<file path="src/rtl/line_delay_ctrl_if.sv">
// Video timing in / line-delay sequencing out, shared by the timing source and the sequencer.
// Signal names keep the _i/_o direction as seen from the sequencer.
interface line_delay_ctrl_if #(
    parameter int ADDR_W = 12,
    parameter int ROW_W  = 11
);
    logic              de_i;
    logic              vs_i;
    logic [ADDR_W-1:0] addr_o;
    logic              ram_we_o;
    logic [ADDR_W-1:0] col_o;
    logic [ROW_W-1:0]  row_o;
    logic              win_valid_o;
    logic              sof_o;
    logic [ADDR_W-1:0] line_len_o;
    logic              len_err_o;
    logic              ovf_o;

    modport master (
        output de_i, vs_i,
        input  addr_o, ram_we_o, col_o, row_o, win_valid_o, sof_o, line_len_o, len_err_o, ovf_o
    );

    modport slave (
        input  de_i, vs_i,
        output addr_o, ram_we_o, col_o, row_o, win_valid_o, sof_o, line_len_o, len_err_o, ovf_o
    );
endinterface

</file>
<file path="src/rtl/line_delay_ctrl.sv">
// Address/write-enable sequencer for the BRAM line-delay chain behind the KSIZE x KSIZE window.
// Follows de/vs timing and reports window position, window-valid and line-length consistency.
module line_delay_ctrl #(
    parameter int ADDR_W = 12,
    parameter int KSIZE  = 5,
    parameter int ROW_W  = 11
) (
    input  logic              clk,
    input  logic              rst,
    line_delay_ctrl_if.slave  bus
);
    typedef enum logic [1:0] {WAIT_VS, VBLANK, ACTIVE, HBLANK} state_t;

    localparam logic [ADDR_W-1:0] ADDR_MAX  = '1;
    localparam logic [ROW_W-1:0]  ROW_MAX   = '1;
    localparam logic [ADDR_W-1:0] COL_THR   = ADDR_W'(KSIZE - 1);
    localparam logic [ROW_W-1:0]  ROW_THR   = ROW_W'(KSIZE - 1);

    state_t            state_q;
    logic              de_q, vs_q;
    logic [ADDR_W-1:0] addr_q, addr_d;
    logic [ADDR_W-1:0] len_cnt_q, len_cnt_d;
    logic [ADDR_W-1:0] line_len_q;
    logic [ROW_W-1:0]  row_q;
    logic              first_line_q;
    logic              we_q, win_valid_q, sof_q, len_err_q, ovf_q;

    logic de_rise, vs_rise, line_start, line_end, pixel;

    // vs has priority over everything, so a coincident de rise is dropped.
    always_comb begin
        de_rise    = bus.de_i & ~de_q;
        vs_rise    = bus.vs_i & ~vs_q;
        line_start = !vs_rise && de_rise && (state_q == VBLANK || state_q == HBLANK);
        line_end   = !vs_rise && (state_q == ACTIVE) && !bus.de_i;
        pixel      = line_start || (!vs_rise && (state_q == ACTIVE) && bus.de_i);
        if (line_start) begin
            addr_d    = '0;
            len_cnt_d = ADDR_W'(1);
        end else begin
            addr_d    = (addr_q == ADDR_MAX) ? addr_q : addr_q + ADDR_W'(1);
            len_cnt_d = len_cnt_q + ADDR_W'(1);
        end
    end

    always_ff @(posedge clk) begin
        if (rst) begin
            state_q      <= WAIT_VS;
            de_q         <= 1'b0;
            vs_q         <= 1'b1;
            addr_q       <= '0;
            len_cnt_q    <= '0;
            line_len_q   <= '0;
            row_q        <= '0;
            first_line_q <= 1'b0;
            we_q         <= 1'b0;
            win_valid_q  <= 1'b0;
            sof_q        <= 1'b0;
            len_err_q    <= 1'b0;
            ovf_q        <= 1'b0;
        end else begin
            de_q        <= bus.de_i;
            vs_q        <= bus.vs_i;
            we_q        <= pixel;
            sof_q       <= 1'b0;
            len_err_q   <= 1'b0;
            win_valid_q <= 1'b0;

            if (vs_rise) begin
                state_q      <= VBLANK;
                row_q        <= '0;
                first_line_q <= 1'b1;
                ovf_q        <= 1'b0;
            end else begin
                case (state_q)
                    WAIT_VS: ;
                    VBLANK: if (line_start) begin
                        state_q <= ACTIVE;
                        sof_q   <= 1'b1;
                    end
                    HBLANK: if (line_start) state_q <= ACTIVE;
                    ACTIVE: if (line_end) begin
                        state_q      <= HBLANK;
                        line_len_q   <= len_cnt_q;
                        len_err_q    <= !first_line_q && (len_cnt_q != line_len_q);
                        first_line_q <= 1'b0;
                        row_q        <= (row_q == ROW_MAX) ? row_q : row_q + ROW_W'(1);
                    end
                    default: state_q <= WAIT_VS;
                endcase
            end

            // Blanking leaves addr_q untouched so the RAM contents stay put.
            if (pixel) begin
                addr_q      <= addr_d;
                len_cnt_q   <= len_cnt_d;
                win_valid_q <= (row_q >= ROW_THR) && (addr_d >= COL_THR);
                if (!line_start && addr_q == ADDR_MAX) ovf_q <= 1'b1;
            end
        end
    end

    assign bus.addr_o      = addr_q;
    assign bus.col_o       = addr_q;
    assign bus.row_o       = row_q;
    assign bus.ram_we_o    = we_q;
    assign bus.win_valid_o = win_valid_q;
    assign bus.sof_o       = sof_q;
    assign bus.line_len_o  = line_len_q;
    assign bus.len_err_o   = len_err_q;
    assign bus.ovf_o       = ovf_q;
endmodule

</file>
<file path="src/flat_wrapper.sv">
// flat-port wrapper written by rule: the top's interface ports become plain ports
module line_delay_ctrl_flat 
#(
    parameter int ADDR_W = 12,
    parameter int KSIZE  = 5,
    parameter int ROW_W  = 11
)
  (clk, rst, bus_de_i, bus_vs_i, bus_addr_o, bus_ram_we_o, bus_col_o, bus_row_o, bus_win_valid_o, bus_sof_o, bus_line_len_o, bus_len_err_o, bus_ovf_o);
  line_delay_ctrl_if #(.ADDR_W(ADDR_W), .ROW_W(ROW_W)) bus_i ();
  input  logic clk;
  input  logic rst;
  input wire logic [$bits(bus_i.de_i)-1:0] bus_de_i;
  input wire logic [$bits(bus_i.vs_i)-1:0] bus_vs_i;
  output wire logic [$bits(bus_i.addr_o)-1:0] bus_addr_o;
  output wire logic [$bits(bus_i.ram_we_o)-1:0] bus_ram_we_o;
  output wire logic [$bits(bus_i.col_o)-1:0] bus_col_o;
  output wire logic [$bits(bus_i.row_o)-1:0] bus_row_o;
  output wire logic [$bits(bus_i.win_valid_o)-1:0] bus_win_valid_o;
  output wire logic [$bits(bus_i.sof_o)-1:0] bus_sof_o;
  output wire logic [$bits(bus_i.line_len_o)-1:0] bus_line_len_o;
  output wire logic [$bits(bus_i.len_err_o)-1:0] bus_len_err_o;
  output wire logic [$bits(bus_i.ovf_o)-1:0] bus_ovf_o;
  assign bus_i.de_i = bus_de_i;
  assign bus_i.vs_i = bus_vs_i;
  assign bus_addr_o = bus_i.addr_o;
  assign bus_ram_we_o = bus_i.ram_we_o;
  assign bus_col_o = bus_i.col_o;
  assign bus_row_o = bus_i.row_o;
  assign bus_win_valid_o = bus_i.win_valid_o;
  assign bus_sof_o = bus_i.sof_o;
  assign bus_line_len_o = bus_i.line_len_o;
  assign bus_len_err_o = bus_i.len_err_o;
  assign bus_ovf_o = bus_i.ovf_o;
  line_delay_ctrl #(.ADDR_W(ADDR_W), .KSIZE(KSIZE), .ROW_W(ROW_W)) u_core (.clk(clk), .rst(rst), .bus(bus_i));
endmodule
</file>
<file path="config.mk">
export PLATFORM = sky130hd
export DESIGN_NAME = line_delay_ctrl_flat
export DESIGN_NICKNAME = d
export VERILOG_FILES = /design/src/rtl/line_delay_ctrl_if.sv /design/src/rtl/line_delay_ctrl.sv /design/src/flat_wrapper.sv
export SDC_FILE = /design/constraint.sdc
export NUM_CORES = 1
export LEC_CHECK = 0
export CORE_MARGIN = 5
export CORE_UTILIZATION = 52
export CTS_CLUSTER_SIZE = 10
export DETAILED_ROUTE_END_ITERATION = 10
export PLACE_DENSITY_LB_ADDON = 0.12
export SYNTH_ARGS = -nofsm -noshare
export SYNTH_HDL_FRONTEND = slang
export SYNTH_SLANG_ARGS = --single-unit
</file>
<file path="constraint.sdc">
create_clock -name clk -period 2.3 [get_ports clk]
set_clock_uncertainty 0.15 [all_clocks]
set_input_delay 0.46 -clock clk [delete_from_list [all_inputs] [get_ports clk]]
set_output_delay 0.46 -clock clk [all_outputs]
set_load 0.02 [all_outputs]
</file>
Word level (Yosys, flattened, before mapping)
Cells that the tools add are included.
{"block": "op_classes", "n_mux": 14, "eq_ne": 10, "n_lt_le_gt_ge": 2, "n_reduce_logical": 28, "addsub": 3, "bitwise_logic": 10}
{"op": "12-bit 2-to-1 mux", "n": 3}
{"op": "12-bit by 1-bit adder with 12-bit output (second input constant)", "n": 2}
{"op": "12-bit equality test (second input constant)", "n": 1}
{"op": "12-bit by 3-bit greater-or-equal comparator with 1-bit output (second input constant)", "n": 1}
{"op": "12-bit inequality test", "n": 1}
{"op": "3-bit AND reduction", "n": 4}
{"op": "11-bit by 1-bit adder with 11-bit output (second input constant)", "n": 1}
{"op": "11-bit equality test (second input constant)", "n": 1}
{"op": "11-bit by 3-bit greater-or-equal comparator with 1-bit output (second input constant)", "n": 1}
{"op": "1-bit logical AND", "n": 8}
{"op": "1-bit 2-to-1 mux", "n": 8}
{"op": "1-bit NOT", "n": 8}
{"op": "3-bit by 1-bit inequality test with 1-bit output (second input constant)", "n": 2}
{"op": "2-bit nonzero test", "n": 3}
{"op": "2-bit OR reduction", "n": 3}
{"op": "2-bit equality test (second input constant)", "n": 2}
{"op": "1-bit zero test", "n": 4}
{"op": "2-bit 2-to-1 mux", "n": 2}
{"op": "2-bit by 1-bit inequality test with 1-bit output (second input constant)", "n": 2}
{"op": "2-bit one-hot mux with 2 select lines", "n": 1}
{"op": "4-bit OR reduction", "n": 1}
{"op": "3-bit nonzero test", "n": 1}
{"op": "3-bit OR reduction", "n": 1}
{"op": "1-bit bitwise AND", "n": 2}
{"op": "other kinds (3)", "n": 4}
{"block": "word_totals", "wordCells": 81, "inputBits": 4, "output_inout_bits": 52, "regBits": 57}

Depth between registers and ports, before layout
Gate-level depths: netlist of the first run.
{"block": "logic_depth", "depth_word": 9, "depth_mapped": 8, "ltp_nobuf": 6}

Worst setup path after synthesis of the first run
Ideal clock, no wire load.
{"block": "synth_timing", "kind": "reg-to-reg", "from": "reg u_core.addr_q[0], in the netlist u_core.bus.addr_o[0]", "to": "reg u_core.win_valid_q, in the netlist u_core.bus.win_valid_o", "arrival_ps": 1771, "stages_incl_launch_ff": 7, "setup_slack_ps": 260, "setup_ps": 120, "period_less_slack_ps": 2040, "path_cell_list": "dfxtp_1 -> ha_1 -> xor2_1 -> or4_1 -> a21oi_1 -> nand4_1 -> o31a_1"}
{"block": "synth_between", "elab_chain_cells": 5, "elab_cells_between_ends": 6, "classes_between": "add/sub (1); order compare (1); eq/ne (1); mux (2); reduce/logical (1)"}
{"element": "from (decl)", "line": "line_delay_ctrl.sv:21", "source": "logic [ADDR_W-1:0] addr_q, addr_d;"}
{"element": "from (signal assigned)", "line": "line_delay_ctrl.sv:95", "source": "addr_q <= addr_d;"}
{"element": "12-bit by 1-bit adder with 12-bit output / 12-bit equality test (equally long branches)", "line": "line_delay_ctrl.sv:41", "source": "addr_d = (addr_q == ADDR_MAX) ? addr_q : addr_q + ADDR_W'(1);"}
{"element": "12-bit 2-to-1 mux *", "line": "line_delay_ctrl.sv:41"}
{"element": "12-bit 2-to-1 mux *", "line": "line_delay_ctrl.sv:37", "source": "if (line_start) begin"}
{"element": "12-bit by 3-bit greater-or-equal comparator with 1-bit output *", "line": "line_delay_ctrl.sv:97", "source": "win_valid_q <= (row_q >= ROW_THR) && (addr_d >= COL_THR);"}
{"element": "1-bit logical AND *", "line": "line_delay_ctrl.sv:97"}
{"element": "to (signal assigned)", "line": "line_delay_ctrl.sv:97"}
{"element": "to (decl)", "line": "line_delay_ctrl.sv:26", "source": "logic we_q, win_valid_q, sof_q, len_err_q, ovf_q;"}
Every way passes the cells marked *; elsewhere a longest branch is shown, timed or not.
A chain may end at the register's enable or synchronous reset.

Final worst setup path of the first run
{"block": "layout_timing", "from": "reg u_core.addr_q[2], in the netlist u_core.bus.addr_o[2]", "to": "out bus_addr_o[2]"}
{"element": "to (decl)", "line": "flat_wrapper.sv:14", "source": "output wire logic [$bits(bus_i.addr_o)-1:0] bus_addr_o;"}
No word-level cell between the ends.

==> flow_metrics.py, run 1 <==
metrics = {
    "worst_setup_path": {
        "critPathKind": "register to output pin",
        "reg2reg_from": "u_core.bus.addr_o[0]",
        "critPathMaxStageDelay_ns": 0.68,
        "cell_class_contributing_the_biggest_share_of_worst_path_delay": "buffers and inverters",
        "timing.reg2reg.worst_path_depth": 6,
        "rrSetupSlack_ns": 0.24,
        "cp.required_ns": 1.69,
        "crit_path_cell_trace": "clkdlybuf4s50_1",
        "cp_max_fo": 10,
        "worstReg2RegEnd": "u_core.bus.win_valid_o",
        "cpMaxStageDelayCell": "clkdlybuf4s50_1",
        "critPathBufInv": 1,
        "crit_path_end_kind": "output pin",
        "critical_path_arrival_ns": 1.55,
        "launching_element_type_of_the_critical_path": "register",
    },
    "job": {
        "maxCapViolCount": 0,
    },
    "yosys": {
        "yosysTopAreaCellShare_pct": 39.67,
        "asyncSetResetFlopFracSynth_pct": 0,
        "seq_area_frac_synth_pct": 39.67,
        "yosys-top-cells-area": "dfxtp_1 40%, xnor2_1 9.4%, nor2_1 6.9%, mux2i_1 5.2%, buf_4 3.7%",
        "post_synth_inst_count": 331,
        "yosys_most_used_dff": "dfxtp_1",
        "synth.top_cells.by_count": "57 x dfxtp_1, 53 x nor2_1, 31 x xnor2_1",
        "synth.distinct_cells": 45,
        "synth_edf_count": 0,
        "synthesis.area_um2": 2877,
        "synthesis.nets": 339,
        "yosysMostFrequentCell": "dfxtp_1",
        "yosys_warnings": 0,
        "syn-mean-instance-area_um2": 8.690,
        "synth_seq_cells": 57,
        "synth_top_cell_by_area": "dfxtp_1",
    },
    "clock_tree": {
        "clkSinkCount": 57,
        "postCtsHoldBufs": 0,
        "cts_max_path_buffers": 2,
        "clk_transition_reported_paths_ns": 0.06,
        "cts_made_buffers": 9,
        "clock_latency_ns": 0.32,
        "post_cts_resize_count": 0,
        "cts_post_setup_buffers_inserted": 0,
        "tritoncts_clock_tree": "yes",
        "cts_root_buffer": "clkbuf_8",
        "clock_tree.htree_level_count": 3,
    },
    "drt": {
        "num_vias": 2439,
        "via_per_inst": 5.337,
        "routedWlPerCell_um": 13.89,
        "post-route-drc-count": 0,
        "drt_iter0_drc": 137,
        "final_antenna_violating_net_count": 0,
        "routed_wirelength_um": 6349,
        "drtPass1Iterations": 4,
    },
    "global_routing": {
        "use_met2_pct": 28.98,
        "top_usage_layer": "met2",
        "grt_pass1_wl_um": 11000,
        "antenna_violations_before_repair": 0,
        "grt_remaining_overflow": 0,
        "grt_max_degree": 23,
        "grt_pass1_vias": 2288,
        "global_route.usage.total_pct": 18.72,
        "globalRouteMet1Util_pct": 25.74,
        "globalRouteMet3Util_pct": 3.435,
    },
    "timing": {
        "worst_slack_ns": 0.1353,
        "final_report_setup_violation_count": 0,
        "worstMarginPinSlew_ns": 0.5840,
        "holdWs_ns": 0.3079,
        "maxSlewViolCount": 0,
        "max-slew-margin-rel_pct": 60.94,
        "maxClockFrequency_mhz": 462.0,
        "timing.final.crit_share_pct": 94.12,
        "fin_crit_ns": 2.165,
        "hold_violations": 0,
        "rsz_0062_raised_after_global_routing": "false",
    },
    "pwr": {
        "powerDensity_nw_per_um2": 556.8,
        "cellLeakagePower_nw": 1.306,
        "vdd_drop_max_mv": 0.4568,
    },
    "place": {
        "buffer_ports.inserted": 55,
        "dpl.cell_count": 441,
        "dpl-instance-area_um2": 3440,
        "gp_routability_congestion": 0.8223,
        "detailedPlace.worstSlack_ns": -0.07380,
        "place.detailed.hpwl_um": 4476,
    },
    "layout": {
        "nets": 388,
        "n_antenna_cell": 0,
        "instances_no_fill": 457,
        "layout.filler_cells": 454,
        "area_growth_pct": 26.79,
        "layout.cell_area.non_filler_um2": 3647,
        "fin_util_pct": 67.06,
        "layout-drive-gt1-share_pct": 11.17,
    },
    "floorplan": {
        "die-width_um": 84.38,
        "die_height_um": 84.38,
        "die_area_um2": 7119,
        "ioPinCount": 56,
        "floorplan.initialDensity_pct": 52.89,
        "std_cell_rows": 27,
        "core_region_area_um2": 5439,
    },
    "outcome": {
        "status": "completed",
    },
    "worst_hold_path": {
        "timing.hold.worst_path_depth": 1,
        "min_from": "u_core.first_line_q",
        "hold_end": "u_core.bus.len_err_o",
        "hp-class": "register to register",
    },
}
-- final cells by class --
type | instances | area [µm²] | share of cell area [%]
inverter | 7 | 26.28 | 0.7204
clock inverter | 2 | 35.03 | 0.9605
timing repair buffer | 67 | 653.1 | 17.91
sequential | 57 | 1141 | 31.29
tap | 72 | 90.09 | 2.470
multi-input combinational | 238 | 1529 | 41.92
clock buffer | 14 | 172.7 | 4.734
-- sequential cells by signal, indices dropped and copies added (netlist names), 2 cells and up --
register,flops
u_core.bus.addr_o,12
u_core.bus.line_len_o,12
u_core.bus.row_o,11
u_core.len_cnt_q,12
u_core.state_q,2
-- placed cells by master, fill, tap and decap left out, drive strengths merged, types with 4 or more instances in the layout --
master | synthesis | routed
nor4 | 12 | 12
buf | 18 | 12
nand3 | 17 | 17
ha | 4 | 4
inv | 7 | 7
a21oi | 10 | 10
and3 | 5 | 5
dfxtp | 57 | 57
clkdlybuf4s50 | 0 | 55
nor2 | 53 | 53
clkbuf | 11 | 14
o21ai | 7 | 7
nor3 | 19 | 19
nand2b | 5 | 5
nand2 | 18 | 18
nand4 | 12 | 12
mux2i | 15 | 15
xnor2 | 31 | 31
-- stage by stage --
step	power, mW	setup TNS [ns]
finish	2.031	0
global route	2.100	0
CTS	2.051	0
detailed placement	1.085	-0.2772
global placement	1.084	-0.1226
floorplan	1.057	0
-- worst max path at each step --
stage	startpoint	to	slack, ns	cells after the start
after floorplan	u_core.bus.addr_o[0]	u_core.bus.win_valid_o	0.26	6
after global placement	bus_vs_i	u_core.bus.row_o[9]	-0.04	7
after detailed placement	bus_vs_i	u_core.bus.row_o[9]	-0.07	7
after CTS	u_core.bus.addr_o[2]	bus_col_o[2]	0.13	1
after global routing	u_core.bus.addr_o[2]	bus_addr_o[2]	0.05	1
final	u_core.bus.addr_o[2]	bus_addr_o[2]	0.14	1
-- report_power, final --
part	internal [mW]	leakage [nW]	total, mW	switching (mW)
combinational	0.0260	0.740	0.0635	0.0375
clock	0.589	0.107	0.968	0.379
sequential	0.993	0.460	0.999	0.00607
total	1.61	1.31	2.03	0.423
-- routing by layer --
| metal | vias up | share of wire (%) |
|---|---|---|
| met5 | - | 0 |
| met3 | 13 | 4.8 |
| li1 | 1233 | - |
| met1 | 1124 | 47 |
| met2 | 69 | 46 |
| met4 | 0 | 1.9 |
-- kinds of logic (layout without fill, tap and decap cells) --
family                   after synthesis  in the layout  synth area share, %
AND/OR/NAND/NOR                      154            154                28.84
flip-flops                            57             57                39.67
adder cells (fa/ha/maj)                4              4                1.740
XOR/XNOR                              34             34                10.35
buffers and inverters                 36             90                7.177
AO/OA/AOI/OAI                         30             30                6.611
multiplexers                          16             16                5.611
No activity file was read; power rests on OpenSTA's default activity.
==> inputs of run 2 (changes only) <==
HOLD_SLACK_MARGIN = 0.1   (was not set)
==> results of run 2 <==
Final layout, timing and power as in run 1 (identical DEF).
